$ cat src/rtl/dfa_stream_ctx.sv
// Per-stream context manager for one external regex DFA: saves/restores DFA state per stream,
// drains the DFA pipeline before commit, keeps saturating match counts. Optional per-stream
// counter array is built when DFA_CTX_PER_STREAM_COUNT_EN is defined.
module dfa_stream_ctx #(
  parameter int unsigned STATE_W     = 11,
  parameter int unsigned STREAMS     = 64,
  parameter int unsigned COUNT_W     = 16,
  parameter int unsigned RESET_STATE = 0,
  localparam int unsigned SID_W      = $clog2(STREAMS)
) (
  input  logic               clk,
  input  logic               rst_n,
  input  logic               load_state,
  input  logic               new_stream_id,
  input  logic [SID_W-1:0]   stream_id,
  input  logic               enable,
  input  logic [7:0]         char_in,
  input  logic               char_in_vld,
  input  logic               eop,
  input  logic               clr_count,
  output logic [7:0]         dfa_char,
  output logic               dfa_char_vld,
  output logic [STATE_W-1:0] dfa_state_in,
  output logic               dfa_state_in_vld,
  input  logic [STATE_W-1:0] dfa_state_out,
  input  logic               dfa_accept,
  output logic               fired,
  output logic [COUNT_W-1:0] count,
  output logic               busy,
  output logic               proto_err,
  input  logic [SID_W-1:0]   cnt_rd_sid,
  output logic [COUNT_W-1:0] cnt_rd_data,
  output logic [2:0]         dbg_state
);

  // Handshake: there is no back-pressure. load_state is honoured only in IDLE, eop only in RUN,
  // char_in_vld only in RUN; anything else is dropped (the first two raise proto_err).

  typedef enum logic [2:0] {
    S_IDLE   = 3'd0,
    S_LOAD   = 3'd1,
    S_RUN    = 3'd2,
    S_DRAIN1 = 3'd3,
    S_DRAIN2 = 3'd4,
    S_COMMIT = 3'd5
  } state_e;

  state_e state_q, state_d;

  logic load_go, in_load, in_run, in_commit, in_window, proto_err_d;

  logic [SID_W-1:0]   sid_q, sid_d;
  logic               new_q, new_d;
  logic               en_q, en_d;
  logic               fired_q, fired_d, fired_now;
  logic [STREAMS-1:0] valid_q, valid_d;
  logic [COUNT_W-1:0] count_q, count_d;
  logic               proto_err_q;
  logic [7:0]         dfa_char_q, dfa_char_d;
  logic               dfa_char_vld_q, dfa_char_vld_d;
  logic [STATE_W-1:0] dfa_state_in_q, dfa_state_in_d;
  logic               dfa_state_in_vld_q, dfa_state_in_vld_d;
  logic [STATE_W-1:0] dfa_out_state_q;
  logic               dfa_out_accept_q;
  logic               commit_en, commit_inc;

  logic [STATE_W-1:0] state_mem_q [STREAMS];

  // FSM: state register
  always_ff @(posedge clk or negedge rst_n) begin
    if (!rst_n) state_q <= S_IDLE;
    else        state_q <= state_d;
  end

  // FSM: next state
  always_comb begin
    state_d = state_q;
    unique case (state_q)
      S_IDLE:   if (load_state) state_d = S_LOAD;
      S_LOAD:   state_d = S_RUN;
      S_RUN:    if (eop) state_d = S_DRAIN1;
      S_DRAIN1: state_d = S_DRAIN2;
      S_DRAIN2: state_d = S_COMMIT;
      S_COMMIT: state_d = S_IDLE;
      default:  state_d = S_IDLE;
    endcase
  end

  // FSM: outputs / decodes
  always_comb begin
    busy        = (state_q != S_IDLE);
    load_go     = (state_q == S_IDLE) && load_state;
    in_load     = (state_q == S_LOAD);
    in_run      = (state_q == S_RUN);
    in_commit   = (state_q == S_COMMIT);
    in_window   = (state_q == S_RUN) || (state_q == S_DRAIN1) ||
                  (state_q == S_DRAIN2) || (state_q == S_COMMIT);
    proto_err_d = (load_state && (state_q != S_IDLE)) || (eop && (state_q != S_RUN));
  end

  // Datapath next-state
  always_comb begin
    sid_d = load_go ? stream_id : sid_q;
    new_d = load_go ? new_stream_id : new_q;
    en_d  = (in_run && eop) ? enable : en_q;

    // The COMMIT cycle's accept belongs to the last byte, so it counts toward this packet.
    fired_now = fired_q | (in_window & dfa_out_accept_q);
    commit_en = in_commit & en_q;
    commit_inc = commit_en & fired_now;

    if (load_go)                 fired_d = 1'b0;
    else if (in_commit && !en_q) fired_d = 1'b0;
    else                         fired_d = fired_now;

    dfa_state_in_d     = dfa_state_in_q;
    dfa_state_in_vld_d = in_load;
    if (in_load) begin
      if (new_q || !valid_q[sid_q]) dfa_state_in_d = STATE_W'(RESET_STATE);
      else                          dfa_state_in_d = state_mem_q[sid_q];
    end

    dfa_char_vld_d = in_run & char_in_vld;
    dfa_char_d     = dfa_char_vld_d ? char_in : dfa_char_q;

    valid_d = valid_q;
    if (commit_en) valid_d[sid_q] = 1'b1;

    count_d = count_q;
    if (clr_count)                           count_d = '0;
    else if (commit_inc && (count_q != '1))  count_d = count_q + COUNT_W'(1);
  end

  always_ff @(posedge clk or negedge rst_n) begin
    if (!rst_n) begin
      sid_q              <= '0;
      new_q              <= 1'b0;
      en_q               <= 1'b0;
      fired_q            <= 1'b0;
      valid_q            <= '0;
      count_q            <= '0;
      proto_err_q        <= 1'b0;
      dfa_char_q         <= '0;
      dfa_char_vld_q     <= 1'b0;
      dfa_state_in_q     <= '0;
      dfa_state_in_vld_q <= 1'b0;
      dfa_out_state_q    <= '0;
      dfa_out_accept_q   <= 1'b0;
    end else begin
      sid_q              <= sid_d;
      new_q              <= new_d;
      en_q               <= en_d;
      fired_q            <= fired_d;
      valid_q            <= valid_d;
      count_q            <= count_d;
      proto_err_q        <= proto_err_d;
      dfa_char_q         <= dfa_char_d;
      dfa_char_vld_q     <= dfa_char_vld_d;
      dfa_state_in_q     <= dfa_state_in_d;
      dfa_state_in_vld_q <= dfa_state_in_vld_d;
      dfa_out_state_q    <= dfa_state_out;
      dfa_out_accept_q   <= dfa_accept;
    end
  end

  // Context memory carries no reset; the valid bits guard reads of unwritten entries.
  always_ff @(posedge clk) begin
    if (commit_en) state_mem_q[sid_q] <= dfa_out_state_q;
  end

`ifdef DFA_CTX_PER_STREAM_COUNT_EN
  logic [COUNT_W-1:0] pcnt_q [STREAMS];
  logic [COUNT_W-1:0] pcnt_d [STREAMS];
  logic [COUNT_W-1:0] rd_q, rd_d;

  always_comb begin
    pcnt_d = pcnt_q;
    if (clr_count) begin
      for (int i = 0; i < int'(STREAMS); i++) pcnt_d[i] = '0;
    end else if (commit_inc && (pcnt_q[sid_q] != '1)) begin
      pcnt_d[sid_q] = pcnt_q[sid_q] + COUNT_W'(1);
    end
    rd_d = pcnt_q[cnt_rd_sid];
  end

  always_ff @(posedge clk or negedge rst_n) begin
    if (!rst_n) begin
      for (int i = 0; i < int'(STREAMS); i++) pcnt_q[i] <= '0;
      rd_q <= '0;
    end else begin
      for (int i = 0; i < int'(STREAMS); i++) pcnt_q[i] <= pcnt_d[i];
      rd_q <= rd_d;
    end
  end

  assign cnt_rd_data = rd_q;
`else
  logic unused_rd_sid;
  assign unused_rd_sid = ^cnt_rd_sid;
  assign cnt_rd_data   = '0;
`endif

  assign dfa_char         = dfa_char_q;
  assign dfa_char_vld     = dfa_char_vld_q;
  assign dfa_state_in     = dfa_state_in_q;
  assign dfa_state_in_vld = dfa_state_in_vld_q;
  assign fired            = fired_now;
  assign count            = count_q;
  assign proto_err        = proto_err_q;
  assign dbg_state        = state_q;

endmodule

$ cat config.mk
export PLATFORM = sky130hd
export DESIGN_NAME = dfa_stream_ctx
export DESIGN_NICKNAME = d
export VERILOG_FILES = /design/src/rtl/dfa_stream_ctx.sv
export SDC_FILE = /design/constraint.sdc
export NUM_CORES = 1
export LEC_CHECK = 0
export CELL_PAD_IN_SITES_DETAIL_PLACEMENT = 1
export CELL_PAD_IN_SITES_GLOBAL_PLACEMENT = 1
export CORE_ASPECT_RATIO = 0.5
export CORE_MARGIN = 3
export CORE_UTILIZATION = 47
export CTS_BUF_LIST = sky130_fd_sc_hd__clkbuf_16
export DETAILED_ROUTE_END_ITERATION = 7
export PLACE_DENSITY_LB_ADDON = 0.05
export REMOVE_ABC_BUFFERS = 1
export SYNTH_ARGS = -nofsm -noshare
export SYNTH_HDL_FRONTEND = slang
export SYNTH_SLANG_ARGS = --single-unit
$ cat constraint.sdc
create_clock -name clk -period 7.2 [get_ports clk]
set_input_delay 2.16 -clock clk [delete_from_list [all_inputs] [get_ports clk]]
set_output_delay 2.16 -clock clk [all_outputs]
set_load 0.01 [all_outputs]
==> parameters.txt, run 1 <==
Parameter                              Value

Status
  Status    finished clean

Cells and area
  Fillers    just over 6000
  Final net count    around 2100
  Combined area of the multi-input logic cells    roughly 7600 µm²
  Ant diodes    0
  Total area of sequential cells    ~24000 µm²
  Area Growth Syn to Fin    12.8%
  Non-filler instance count after layout    3054
  Ratio of cells with drive above 1 in the final layout    20.8%
  Final instance area    37000 µm²

Place
  Global placer's final weighted congestion    roughly 0.84
  Count of input and output buffers    76
  Post-Place Cells    about 2900
  DPL Wire Length    60800 µm
  Instance area at placement    34700 µm²

Synth
  Count of warnings emitted by yosys    0
  Proportion of netlist area held by the largest area contributor    64.4%
  Syn avg cell area    around 17 µm²
  Area contributors post-synth    edfxtp_1 64%, dfrtp_1 9.6%, mux4_2 5.8%, mux2_2 2.0%, mux2i_1 2.0%
  Cell Area, Synth    around 33000 µm²
  Cell taking the most area after synthesis    edfxtp_1
  Register area share after synthesis    between 70% and 80%
  Number of synthesized flops with an enable pin    just over 700
  Dominant register cell in the synthesized netlist    edfxtp_1
  Number of distinct library cell variants in the gate-level netlist after synthesis    66
  Number of flip-flops and latches in the synthesized netlist    between 800 and 900
  Cells after synthesis    approximately 1900
  Fraction of synthesis flops using an asynchronous set or reset pin    15.2%

Clock network
  Clock root buffer    clkbuf_16
  Number of H-tree levels    3
  Clock buffer count from CTS    73
  Insertion delay to the later sink of the worst-skew pair    about 0.65 ns
  # resized after CTS    0
  Post-CTS Setup Inserts    0
  Maximum clock path buffer count    3
  CTS clk-pin slew, worst paths    about 0.060 ns
  CTS Sinks    between 800 and 900
  CTS tree    built
  Hold buffer count at cts    0

Floorplan
  Effective utilization at floorplan    approximately half
  Die width    ~380 µm
  Number of top-level pins    between 90 and 100
  Total number of placement rows    between 60 and 70
  Std-Cell Core Area    ~70000 µm²
  Die area    73200 µm²
  Vertical extent of the die    ~190 µm

Route
  # DRC    0
  Average via count per standard cell    between 6 and 7
  Remaining antenna violation count after routing    0
  Count of vias placed by the detailed router    between 15000 and 20000
  Initial DRT Pass Iterations    5
  Final routed wire length divided by cell count    between 30 and 40 µm
  Routed wire length    98900 µm
  Initial drt markers    roughly 2300

Global routing
  Number of global-route vias before repair    around 20000
  Remaining global-route overflow    0
  Pin count of the biggest net entering global routing    between 80 and 90
  Antenna violations before repair    5
  Total routing usage reported by global routing    27.4%
  Wire length of the first global-routing pass    between 100000 and 150000 µm

Worst setup path
  Launching element type of the critical path    flip-flop
  Signal arrival time at the worst endpoint    ~2.2 ns
  Maximum fanout along the worst path    15
  Critical path class    reg2out
  Type of destination of the critical path    output pin
  CP Data Required Time    a little over 5 ns

STA
  Tmin final    4.33 ns
  Hold Fails Final Rpt    0
  Fin Clk Skew    0.0196 ns
  Worst-margin pin slew    1.44 ns
  Final critical-path share of the clock period    approximately 60%
  Total setup violations reported at the end of the flow    0
  F_max    approximately 0.23 GHz
  Number of pins with negative max-slew slack in the final report    0
  RSZ-0062 raised after global routing    no
  Tightest slew margin relative to the limit    under 10%

Power
  Power after layout    ~14 mW
  Maximum vdd drop    around 0.2 mV
  Ratio of total power to cell area    ~370 nW/µm²
  Static Leakage    12.6 nW

Worst hold path
  Tightest Hold Check Type    reg2reg

Job
  Max-capacitance violation count    0
[stage by stage]
stage	setup slack (ns)	utilization [%]	hold WS, ns	TNS (ns)
2_1_floorplan	-1.75	-	0.427	-150.22
3_3_place_gp	3.02	51.0	0.442	0
3_5_place_dp	2.95	51.0	0.448	0
4_1_cts	2.81	54.5	0.465	0
5_1_grt	2.70	54.5	0.481	0
6_report	2.87	54.5	0.468	0
[worst max-delay path, stage by stage (launching register included)]
cell	delay (ns)
dfrtp_1	0.53
or3_1	0.49
clkdlybuf4s50_1	0.51
[path summary, 6_finish.rpt]
| check | start | endpoint | cells past startpoint | slack (ns) |
|---|---|---|---|---|
| setup / recovery | dbg_state[1] | busy | 2 | 2.87 |
| hold reg to reg | valid_q[58] | valid_q[58] | 1 | 0.47 |
| min in group asynchronous | rst_n | count[4] | 1 | 1.58 |
| max in group asynchronous | rst_n | valid_q[27] | 2 | 4.20 |
| hold / removal | valid_q[58] | valid_q[58] | 1 | 0.47 |
| setup reg to reg | sid_q[1] | dfa_state_in[0] | 8 | 2.93 |
[kinds of logic (layout without fill, tap and decap cells)]
group                    count (synthesis)  in the layout  synth area share [%]
AO/OA/AOI/OAI                          321            321                  6.60
other                                    1             16                0.0114
XOR/XNOR                                13             13                 0.347
flip-flops                             830            830                  74.0
adder cells (fa/ha/maj)                  1              1                0.0381
AND/OR/NAND/NOR                        407            407                  6.12
multiplexers                           207            207                  9.74
buffers and inverters                  148            328                  3.10
[cell type report]
class / count / share of cell area [%]
clock buffers: 79 / 5.34
multi-input cells: 965 / 20.5
well taps: 931 / 3.15
inverters: 14 / 0.142
flip-flops and latches: 830 / 65.7
clock inverters: 57 / 1.03
repair buffers: 178 / 4.19
[state kept, by name, summed over array words and instances (netlist names), 3 cells and up]
name             count
dfa_state_in        11
dfa_char             8
sid_q                6
count               16
valid_q             64
state_mem_q        704
dfa_out_state_q     11
dbg_state            3
[cell usage in the layout, fill, tap and decap left out, types with 16 or more instances in the layout]
cell type / synthesis / final
nand3_1: 20 / 20
mux4_2: 84 / 84
clkbuf_16: 0 / 79
o22ai_1: 91 / 91
o21ai_0: 53 / 53
nor2_1: 118 / 118
edfxtp_1: 704 / 704
buf_4: 39 / 100
mux2i_1: 64 / 64
a211oi_1: 17 / 17
nor3_1: 27 / 25
nand2_1: 98 / 98
dfrtp_1: 126 / 112
conb_1: 1 / 16
clkdlybuf4s50_1: 0 / 75
inv_1: 12 / 33
a21oi_1: 48 / 48
mux2_2: 57 / 57
or2_2: 67 / 67
o221ai_1: 27 / 27
[cells in the mapped netlist, types with 12 or more instances]
| cell type | instances |
|---|---|
| o22ai_1 | 91 |
| a21oi_1 | 48 |
| dfrtp_1 | 126 |
| buf_2 | 37 |
| nand3_1 | 20 |
| a22oi_1 | 13 |
| buf_6 | 19 |
| mux2_2 | 57 |
| edfxtp_1 | 704 |
| mux2i_1 | 64 |
| nor3_1 | 27 |
| nor3b_1 | 12 |
| nand2_1 | 98 |
| o21ai_0 | 53 |
| a211oi_1 | 17 |
| nor2_1 | 118 |
| mux4_2 | 84 |
| clkbuf_1 | 26 |
| o32ai_1 | 15 |
| or2_2 | 67 |
| inv_1 | 12 |
| buf_4 | 39 |
| o221ai_1 | 27 |
[layer usage]
layer	vias to the layer above	global-route usage, %	wire length (µm)
li1	7819	-	-
met1	10100	39.5	43500
met2	808	41.3	43900
met3	134	7.72	9380
met4	4	6.74	2050
met5	-	0	16
[power breakdown]
part	switching, mW	leakage, nW	internal [mW]
combinational	2.57	3.40	1.39
clock	1.77	1.24	2.16
sequential	0.278	8.00	5.37
total	4.61	12.6	8.91
No activity file was read; power rests on OpenSTA's default activity.
==> run 2: changes to the inputs <==
==> constraint.sdc (replaced) <==
create_clock -name clk -period 4.2 [get_ports clk]
set_input_delay 1.26 -clock clk [delete_from_list [all_inputs] [get_ports clk]]
set_output_delay 1.26 -clock clk [all_outputs]
set_load 0.01 [all_outputs]
==> run 2 against run 1 <==
- clock power grew 69%
- count of clock-buffer cells in the layout grew 2
- utilization grew 0.51 points
- clock skew grew 0.0018 ns
- setup slack lost 2.1 ns
- critical path type is now reg2reg
- wire length grew 0.50%
- first-iteration DRC count grew 22%
- sequential share of layout area shrank 0.60 points
- die area is the same
- highest routed layer is now met4
- flip-flop and latch count is the same
==> parameters.txt, run 2 (same netlist as run 1, synthesis figures left out) <==
Parameter                              Value

Status
  Status    finished clean

Cells and area
  Area Growth Syn to Fin    13.9%
  Non-filler instance count after layout    roughly 3100
  Most frequent cells in the layout    704 x edfxtp_1, 130 x buf_4, 118 x nor2_1, 112 x dfrtp_1, 98 x nand2_1
  Most frequent standard cell in the layout excluding fill and tap cells    edfxtp_1
  Ratio of cells with drive above 1 in the final layout    21.9%
  Max FFs per register    704
  Final net count    between 2000 and 2500
  Largest register by flop count    state_mem_q

Clock network
  Number of H-tree levels    3
  Clock buffer count from CTS    74
  Insertion delay to the later sink of the worst-skew pair    0.63 ns
  Maximum clock path buffer count    3
  Post-CTS Setup Inserts    0
  Clock root buffer    clkbuf_16
  CTS clk-pin slew, worst paths    approximately 0.06 ns
  Hold buffer count at cts    0
  # resized after CTS    0
  CTS Sinks    830
  CTS tree    built

STA
  Worst-margin pin slew    1.06 ns
  RSZ-0062 raised after global routing    no
  Number of pins with negative max-slew slack in the final report    0
  Tightest slew margin relative to the limit    around 29%
  F_max    roughly 0.29 GHz
  Total setup violations reported at the end of the flow    0
  Fin Clk Skew    between 0.02 and 0.025 ns
  Hold Fails Final Rpt    0
  Final critical-path share of the clock period    about four fifths
  Tmin final    ~3.4 ns
  Worst hold slack    around 0.47 ns

Place
  Count of input and output buffers    between 70 and 80
  DPL Wire Length    62200 µm
  Post-Place Cells    about 3000
  Global placer's final weighted congestion    about 0.85

Route
  Remaining antenna violation count after routing    0
  Final routed wire length divided by cell count    roughly 32 µm
  Initial drt markers    roughly 2800
  Average via count per standard cell    6.14
  Initial DRT Pass Iterations    5
  Count of vias placed by the detailed router    19000
  # DRC    0
  Routed wire length    around 99000 µm

Power
  Static Leakage    between 10 and 15 nW
  Maximum vdd drop    slightly below 0.4 mV
  Power after layout    roughly 23 mW
  Ratio of total power to cell area    between 600 and 700 nW/µm²

Global routing
  Wire length of the first global-routing pass    between 100000 and 150000 µm
  Total routing usage reported by global routing    a little over a quarter
  Pin count of the biggest net entering global routing    65
  Antenna violations before repair    5
  Remaining global-route overflow    0
  Number of global-route vias before repair    a little under 20000

Floorplan
  Std-Cell Core Area    68000 µm²
  Effective utilization at floorplan    between 40% and 50%
  Number of top-level pins    99
  Die width    around 380 µm
  Vertical extent of the die    193 µm
  Total number of placement rows    67
  Die area    ~73000 µm²

Worst setup path
  Buffers & Inverters on Critical Path    2
  Maximum fanout along the worst path    between 40 and 50
  Critical path class    reg2reg
  Delay-heaviest family, CP    flip-flops
  CP Data Required Time    about 4.7 ns
  Library cell contributing the largest single delay on the critical path    dfrtp_4
  Largest stage delay on the critical path    roughly 1.0 ns
  Cell repeated most along the worst path    buf_4
  Launching element type of the critical path    flip-flop
  Type of destination of the critical path    flip-flop
  Series of cell instances along the critical path    buf_4, buf_4, mux2_2, o221ai_1, o21ai_0, a21oi_1, or4_1, o31ai_1
  Signal arrival time at the worst endpoint    3.95 ns

Worst hold path
  Tightest Hold Check Type    reg2reg

Job
  Max-capacitance violation count    0
## run 2: final cells by class
type | instances | area (µm²)
Multi-Input combinational cell | 965 | 7570
Clock inverter | 57 | 305
Sequential cell | 830 | 24300
Timing Repair Buffer | 215 | 1920
Antenna cell | 3 | 7.51
Clock buffer | 81 | 2030
Inverter | 14 | 52.6
Tap cell | 931 | 1160
Fill cell | 6181 | 30600
## run 2: worst register-to-register path, stage by stage, from the launching register on
cell and delay (ns):
dfrtp_4 1.04, buf_4 0.43, buf_4 0.33, mux2_2 0.39
o221ai_1 0.17, o21ai_0 0.12, a21oi_1 0.51, or4_1 0.26
o31ai_1 0.09
## run 2: final timing paths
check | startpoint | endpoint | slack [ns] | depth (start not counted)
worst max-delay path | sid_q[2] | dfa_state_in[1] | 0.76 | 8
worst min-delay path | valid_q[63] | valid_q[63] | 0.47 | 1
worst max register to register | sid_q[2] | dfa_state_in[1] | 0.76 | 8
worst min register to register | valid_q[63] | valid_q[63] | 0.47 | 1
max in group asynchronous | rst_n | sid_q[1] | 2.80 | 2
min in group asynchronous | rst_n | count[5] | 0.58 | 1
## run 2: power by group
group          internal [mW]  switching, mW
registers               9.19          0.557
clock network           3.60           3.05
logic                   2.59           4.41
total                   15.4           8.02
## run 2: metal layers
layer  up-vias  part of all wire [%]  track usage, %
met5         -                     0               0
met4         0                   2.4            7.38
met3       149                    10            8.05
met2       903                    44            41.1
met1     10100                    43            38.7
li1       7886                     -               -
## run 2: metrics by stage
step	setup WS, ns	TNS, ns	instance area, µm²	util [%]
3_3_place_gp	0.945	0	35000	51.5
4_1_cts	0.736	0	37400	55.0
5_1_grt	0.679	0	37400	55.0
6_report	0.756	0	37400	55.0
3_5_place_dp	0.890	0	35000	51.5
2_1_floorplan	-4.75	-2197.74	31900	-
